File: config.mk
export PLATFORM = sky130hd
export DESIGN_NAME = rv32_exec_datapath_flat
export DESIGN_NICKNAME = d
export VERILOG_FILES = /design/src/rtl/rv32_exec_datapath_if.sv /design/src/rtl/rv32_exec_datapath.sv /design/src/flat_wrapper.sv
export SDC_FILE = /design/constraint.sdc
export NUM_CORES = 2
export LEC_CHECK = 0
export BUFFER_PORTS_ARGS = -buffer_cell sky130_fd_sc_hd__buf_2
export CAP_MARGIN = 40
export CORE_MARGIN = 1
export CORE_UTILIZATION = 40
export DETAILED_ROUTE_END_ITERATION = 16
export GPL_TIMING_DRIVEN = 0
export SLEW_MARGIN = 25
export SYNTH_ARGS = -nofsm -noshare
export SYNTH_HDL_FRONTEND = slang
export SYNTH_SLANG_ARGS = --single-unit
File: constraint.sdc
create_clock -name clk -period 11.85 [get_ports clk]
set_clock_uncertainty 0.15 [all_clocks]
set_input_delay 1.7775 -clock clk [delete_from_list [all_inputs] [get_ports clk]]
set_output_delay 1.7775 -clock clk [all_outputs]
set_load 0.005 [all_outputs]
File: src/rtl/rv32_exec_datapath_if.sv
// Execute-datapath bus: register-file ports plus ALU operands and results.
// master = core sequencer side, slave = datapath side.
interface rv32_exec_datapath_if #(
  parameter int unsigned ADDR_W = 5
);
  logic [ADDR_W-1:0] read_reg_1;
  logic [ADDR_W-1:0] read_reg_2;
  logic [ADDR_W-1:0] write_reg;
  logic [31:0]       write_data;
  logic              write_en;
  logic [31:0]       data_out_1;
  logic [31:0]       data_out_2;
  logic [31:0]       alu_in1;
  logic [31:0]       alu_in2;
  logic [3:0]        alu_control;
  logic [31:0]       alu_out;
  logic              alu_zero;
  logic              alu_neg;

  modport master (
    output read_reg_1, read_reg_2, write_reg, write_data, write_en,
    output alu_in1, alu_in2, alu_control,
    input  data_out_1, data_out_2, alu_out, alu_zero, alu_neg
  );

  modport slave (
    input  read_reg_1, read_reg_2, write_reg, write_data, write_en,
    input  alu_in1, alu_in2, alu_control,
    output data_out_1, data_out_2, alu_out, alu_zero, alu_neg
  );
endinterface

File: src/rtl/rv32_exec_datapath.sv
// RV32I execute datapath: 2R/1W register file beside a combinational ALU.
// Define RF_BYPASS_EN to forward same-cycle write data onto matching read ports.
module rv32_exec_datapath #(
  parameter int unsigned ADDR_W  = 5,
  parameter int unsigned ZERO_R0 = 1
) (
  input logic                 clk,
  input logic                 reset,
  rv32_exec_datapath_if.slave dp
);

  localparam int unsigned NumRegs = 2 ** ADDR_W;

  logic [31:0] regs_q [NumRegs];
  logic        wr_drop;
  logic        wr_fire;
  logic [31:0] rd_1;
  logic [31:0] rd_2;

  assign wr_drop = (ZERO_R0 != 0) && (dp.write_reg == '0);
  assign wr_fire = dp.write_en && !reset && !wr_drop;

  always_ff @(posedge clk) begin
    if (reset) begin
      for (int i = 0; i < int'(NumRegs); i++) begin
        regs_q[i] <= '0;
      end
    end else if (wr_fire) begin
      regs_q[dp.write_reg] <= dp.write_data;
    end
  end

  always_comb begin
    rd_1 = regs_q[dp.read_reg_1];
    rd_2 = regs_q[dp.read_reg_2];
    if ((ZERO_R0 != 0) && (dp.read_reg_1 == '0)) rd_1 = '0;
    if ((ZERO_R0 != 0) && (dp.read_reg_2 == '0)) rd_2 = '0;
  end

`ifdef RF_BYPASS_EN
  // wr_fire already excludes reset and dropped x0 writes.
  always_comb begin
    dp.data_out_1 = rd_1;
    dp.data_out_2 = rd_2;
    if (wr_fire && (dp.read_reg_1 == dp.write_reg)) dp.data_out_1 = dp.write_data;
    if (wr_fire && (dp.read_reg_2 == dp.write_reg)) dp.data_out_2 = dp.write_data;
  end
`else
  assign dp.data_out_1 = rd_1;
  assign dp.data_out_2 = rd_2;
`endif

  logic [31:0] alu_res;
  logic [4:0]  shamt;

  assign shamt = dp.alu_in2[4:0];

  always_comb begin
    alu_res = '0;
    case (dp.alu_control)
      4'b0000: alu_res = dp.alu_in1 + dp.alu_in2;
      4'b1000: alu_res = dp.alu_in1 - dp.alu_in2;
      4'b0001: alu_res = dp.alu_in1 << shamt;
      4'b0101: alu_res = dp.alu_in1 >> shamt;
      4'b1101: alu_res = $unsigned($signed(dp.alu_in1) >>> shamt);
      4'b0010: alu_res = {31'd0, $signed(dp.alu_in1) < $signed(dp.alu_in2)};
      4'b0011: alu_res = {31'd0, dp.alu_in1 < dp.alu_in2};
      4'b0100: alu_res = dp.alu_in1 ^ dp.alu_in2;
      4'b0110: alu_res = dp.alu_in1 | dp.alu_in2;
      4'b0111: alu_res = dp.alu_in1 & dp.alu_in2;
      default: alu_res = '0;
    endcase
  end

  assign dp.alu_out  = alu_res;
  assign dp.alu_zero = (alu_res == '0);
  assign dp.alu_neg  = alu_res[31];

endmodule

File: src/flat_wrapper.sv
// flat-port wrapper written by rule: the top's interface ports become plain ports
module rv32_exec_datapath_flat 
#(
  parameter int unsigned ADDR_W  = 5,
  parameter int unsigned ZERO_R0 = 1
)
  (clk, reset, dp_read_reg_1, dp_read_reg_2, dp_write_reg, dp_write_data, dp_write_en, dp_alu_in1, dp_alu_in2, dp_alu_control, dp_data_out_1, dp_data_out_2, dp_alu_out, dp_alu_zero, dp_alu_neg);
  rv32_exec_datapath_if #(.ADDR_W(ADDR_W)) dp_i ();
  input logic clk;
  input logic reset;
  input wire logic [$bits(dp_i.read_reg_1)-1:0] dp_read_reg_1;
  input wire logic [$bits(dp_i.read_reg_2)-1:0] dp_read_reg_2;
  input wire logic [$bits(dp_i.write_reg)-1:0] dp_write_reg;
  input wire logic [$bits(dp_i.write_data)-1:0] dp_write_data;
  input wire logic [$bits(dp_i.write_en)-1:0] dp_write_en;
  input wire logic [$bits(dp_i.alu_in1)-1:0] dp_alu_in1;
  input wire logic [$bits(dp_i.alu_in2)-1:0] dp_alu_in2;
  input wire logic [$bits(dp_i.alu_control)-1:0] dp_alu_control;
  output wire logic [$bits(dp_i.data_out_1)-1:0] dp_data_out_1;
  output wire logic [$bits(dp_i.data_out_2)-1:0] dp_data_out_2;
  output wire logic [$bits(dp_i.alu_out)-1:0] dp_alu_out;
  output wire logic [$bits(dp_i.alu_zero)-1:0] dp_alu_zero;
  output wire logic [$bits(dp_i.alu_neg)-1:0] dp_alu_neg;
  assign dp_i.read_reg_1 = dp_read_reg_1;
  assign dp_i.read_reg_2 = dp_read_reg_2;
  assign dp_i.write_reg = dp_write_reg;
  assign dp_i.write_data = dp_write_data;
  assign dp_i.write_en = dp_write_en;
  assign dp_i.alu_in1 = dp_alu_in1;
  assign dp_i.alu_in2 = dp_alu_in2;
  assign dp_i.alu_control = dp_alu_control;
  assign dp_data_out_1 = dp_i.data_out_1;
  assign dp_data_out_2 = dp_i.data_out_2;
  assign dp_alu_out = dp_i.alu_out;
  assign dp_alu_zero = dp_i.alu_zero;
  assign dp_alu_neg = dp_i.alu_neg;
  rv32_exec_datapath #(.ADDR_W(ADDR_W), .ZERO_R0(ZERO_R0)) u_core (.clk(clk), .reset(reset), .dp(dp_i));
endmodule
; After elaboration in Yosys (flattened, before gate mapping)
; Memories as Yosys holds them, arrays and structs flattened.
; Index checks and enable logic that the tools add are counted.
[op_classes]
shift = 3
mux = 11
addsub = 2
div_mod_pow = 0
n_reduce_logical = 10
bitwise_logic = 3
n_mul = 0
magnitude_cmp = 2
eq_ne = 9
[op_table]
columns = operator, n
row1 = one-hot mux 32 bit (10 select lines), 1
row2 = 2-to-1 mux 32 bit, 3
row3 = < comparator 32 bit, 2
row4 = adder 32 bit, 1
row5 = bitwise AND 32 bit, 1
row6 = zero test 32 bit, 1
row7 = bitwise OR 32 bit, 1
row8 = OR reduction 32 bit, 1
row9 = << shifter 32 x 5 -> 32 bit, 1
row10 = >> shifter 32 x 5 -> 32 bit, 1
row11 = >>> shifter 32 x 5 -> 32 bit, 1
row12 = subtractor 32 bit, 1
row13 = bitwise XOR 32 bit, 1
row14 = "== test 4 x 3 -> 1 bit, second input constant", 4
row15 = zero test 5 bit, 3
row16 = "== test 4 x 2 -> 1 bit, second input constant", 2
row17 = "== test 4 bit, second input constant", 2
row18 = 2-to-1 mux 1 bit, 6
row19 = 2-to-1 mux 5 bit, 1
row20 = "== test 4 x 1 -> 1 bit, second input constant", 1
row21 = zero test 4 bit, 1
row22 = logical AND 1 bit, 2
row23 = zero test 1 bit, 2
[word_totals]
out_inout_bits = 98
regBits = 0
mem_bits_ro = 0
mem_bits_rw = 1024
latch_bits = 0
input_bits = 118
word_cells = 41
mem_count = 1
[mem_list]
columns = memory, depth, word_bits, read_ports, rd_clocked_by_memory_dff, write_ports, line
row1 = u_core.regs_q, 32, 32, 2, 0, 32, rv32_exec_datapath.sv:14  ; logic [31:0] regs_q [NumRegs];

; Longest topological paths before layout
[logic_depth]
word_depth = 8
mapped_depth = 17
ltp_nobuf = 14

; Worst setup path after synthesis
; Ideal clock, no wire load.
[synth_timing]
path_type = input to output
start = input dp_alu_in2[3]
end = output dp_alu_zero
stages = 17
t_required_ns = 9.923
n_path_buf = 4
slack_ns = 4.079
arrival_ns = 5.844
path_cell_list = inv_1 > clkbuf_1 > buf_1 > buf_4 > ha_1 > clkbuf_1 > nor2_1 > o211ai_1 > a21oi_1 > nand3_1 > a311oi_1 > nor4b_1 > a2111o_1 > or3b_1 > a32o_1 > or2_1 > nor4b_2
[synth_between]
elab_chain_len = 3
elab_cells_between_ends = 12
classes_between = add/sub (2) / order compare (2) / shift (3) / mux (1) / bitwise (3) / reduce/logical (1)
[synth_rtl]
columns = element, line
row1 = from (decl), flat_wrapper.sv:17  ; input wire logic [$bits(dp_i.alu_in2)-1:0] dp_alu_in2;
row2 = subtractor 32 bit (tied with other cells), rv32_exec_datapath.sv:62  ; 4'b1000: alu_res = dp.alu_in1 - dp.alu_in2;
row3 = one-hot mux 32 bit (10 select lines) *, rv32_exec_datapath.sv:60  ; case (dp.alu_control)
row4 = net dp_alu_out[25], flat_wrapper.sv:21  ; output wire logic [$bits(dp_i.alu_out)-1:0] dp_alu_out;
row5 = zero test 32 bit *, rv32_exec_datapath.sv:76  ; assign dp.alu_zero = (alu_res == '0);
row6 = to (decl), flat_wrapper.sv:22  ; output wire logic [$bits(dp_i.alu_zero)-1:0] dp_alu_zero;
; Mark *: on every way through the listed nets, which the timed path passes. The rest lies on a longest branch.

; Worst setup path after layout
[layout_timing]
start = input dp_alu_in2[3]
end = output dp_alu_zero
[layout_between]
elab_chain_len = 3
elab_cells_between_ends = 12
classes_between = add/sub (2) / order compare (2) / shift (3) / mux (1) / bitwise (3) / reduce/logical (1)
[layout_rtl]
columns = element, line
row1 = subtractor 32 bit (tied with other cells), rv32_exec_datapath.sv:62
row2 = one-hot mux 32 bit (10 select lines) *, rv32_exec_datapath.sv:60
row3 = zero test 32 bit *, rv32_exec_datapath.sv:76
; Mark *: on every way between the ends. The rest lies on a longest branch, timed or not.

==> reports/metrics.cfg <==
[flow_run]
cap_violations=0

[grt]
grt_pass1_wl_mm=333
grt_pass1_vias=43800
grt_max_degree=33
track_usage_pct=29.3
gr-total-overflow=0
antenna_found_initial=17

[cts]
cts_root_buf=clkbuf_16
path_clk_slew_ns=0.06
cts-buffers-inserted=105
cts_buffer_depth=3
cts_setup_buffers=0
post_cts_resized=0
ctsHoldBuffers=0
cts_max_level=3
cts.sinks=1024
cts_tree=built

[power_and_ir_drop]
power.leakage_nw=25.5
finalPower_w=0.00932
cellPowerDensity_nw_per_um2=129
ir_drop_v=0.000119

[drt]
drtAntennaViolNets=0
dr.pass1.iters=8
vias_per_cell=6.26
drcViolationCount=0
wl_mm=239
wl_per_cell_um=33.4
drt-initial-drc-count=5807
vias=44800

[timing]
drv_slew=0
setup_tns_ns=0
setup_violations=0
fmax_ghz=0.0999
rsz0062_at_grt=no
worstMarginPinSlew_ns=0.914
setup_ws_ns=1.84
min_period_ns=10.01
maxSlewHeadroom_pct=39.1
period_share_pct=84.5
hold_viol=0

[synth]
yosysWarnings=0
synth_seq_cells=1024
yosys_most_used_dff=edfxtp_1
syn_area_per_cell_um2=14.0
synthesis.area_um2=63500
syn_inst=4548
yosysSeqAreaShare_pct=48.4
synthArstFlopShare_pct=0
synth_edf_count=1024
yosysUniqueCellTypes=94

[floorplan]
rows=145
core-area_um2=157000
die_y_um=401
dieArea_um2=160000
ios=216
die_w_um=401
start_util_pct=40.5

[final_layout]
syn_to_final_growth_pct=13.5
largest_reg_flops=1024
largest_register=u_core.regs_q
layout-drive-gt1-share_pct=25.7
nFillCells=14000
final_area_um2=72100
mostFrequentLayoutCells=edfxtp_1, and2_1, mux4_2
top_regs=u_core.regs_q: 1024 flops
layout.nets=5219
layout_commonest_cell=edfxtp_1

[place]
pre_cts_slack_ns=2.09
place_congestion=1.03
post_dp_cell_area_um2=68500
hpwl_mm=183
portBuffers=206

[min_path]
hold-path-endpoint=u_core.regs_q[6][30]$_SDFFCE_PN0P_
hp-start=dp_write_data[30]
min_path_type=primary input to register
hold_depth=2

[setup_path]
worstSetupEndpointType=output pin
required_ns=9.92
cp-start-kind=primary input
crit_fanout=11
setup.worst_path.class=primary input to output pin
crit_path_start=dp_alu_in2[3]
arrival_ns=8.08

[outcome]
outcome=complete, no violations

worst max-delay path, stage by stage:
cell,delay (ns)
buf_2,0.18
inv_1,0.15
clkbuf_1,0.58
buf_1,0.74
buf_4,0.38
ha_1,0.29
clkbuf_1,0.22
nor2_1,0.19
o211ai_1,0.24
a21oi_1,0.35
nand3_1,0.36
a311oi_1,0.66
o21ai_1,0.21
a31oi_1,0.23
a32oi_1,0.14
or3_1,0.37
or4b_1,0.53
nor4b_2,0.30
buf_2,0.16
layer usage:
| metal | track usage (%) | share of wire [%] | vias up | routed length [um] |
|---|---|---|---|---|
| li1 | - | - | 18500 | - |
| met5 | 0.0297 | 0.028 | - | 67 |
| met1 | 40.1 | 40 | 23300 | 95200 |
| met2 | 45.2 | 46 | 2487 | 109000 |
| met3 | 6.44 | 9.8 | 485 | 23500 |
| met4 | 11.9 | 4.7 | 12 | 11100 |
area by class of cell:
cell class	count	area (um^2)	share of cell area, %
sequential	1024	30700	42.7
clock buffer	131	2790	3.87
buffer	460	1980	2.75
tap	2058	2570	3.57
multi-input combinational	3002	30700	42.5
antenna	9	22.5	0.0312
timing repair buffer	315	2380	3.31
inverter	93	349	0.484
clock inverter	61	564	0.783
cells in the mapped netlist, drive strengths merged, types with 43 or more instances:
cell,count,share of area (%)
inv,92,0.54
a21oi,89,0.70
edfxtp,1024,48
nor2,218,1.3
nand2,119,0.70
ha,98,1.9
mux2i,108,1.7
or2,43,0.42
clkbuf,361,2.2
and2,1001,9.9
buf,99,0.86
mux4,684,24
o21ai,83,0.65
logic make-up (layout without fill, tap and decap cells):
group,after synthesis,in the layout,synth area share [%]
AO/OA/AOI/OAI,469,469,5.21
XOR/XNOR,9,9,0.124
adder cells (fa/ha/maj),100,100,1.99
buffers and inverters,553,1060,3.59
flip-flops,1024,1024,48.4
multiplexers,815,815,26.4
other,1,41,0.00590
AND/OR/NAND/NOR,1577,1577,14.2
how the worst max path moves through the flow:
stage,to,depth (start not counted)
5_1_grt,dp_alu_zero,19
3_3_place_gp,dp_alu_zero,19
4_1_cts,dp_alu_zero,19
2_1_floorplan,dp_alu_zero,17
6_report,dp_alu_zero,19
3_5_place_dp,dp_alu_zero,19
where the power goes:
part           switching (W)  internal [W]
combinational       0.000991      0.000700
sequential         0.0000971       0.00418
clock                0.00149       0.00186
total                0.00258       0.00675
metrics by stage:
step | instances | utilization, % | hold WS (ns)
2_1_floorplan | 4579 | - | 1.83
3_3_place_gp | 6843 | 42.8 | 1.97
3_5_place_dp | 6932 | 43.7 | 1.98
4_1_cts | 7124 | 45.8 | 1.23
5_1_grt | 7146 | 45.9 | 1.25
6_report | 7153 | 45.9 | 1.25
Power figures use the tool's default switching activity.
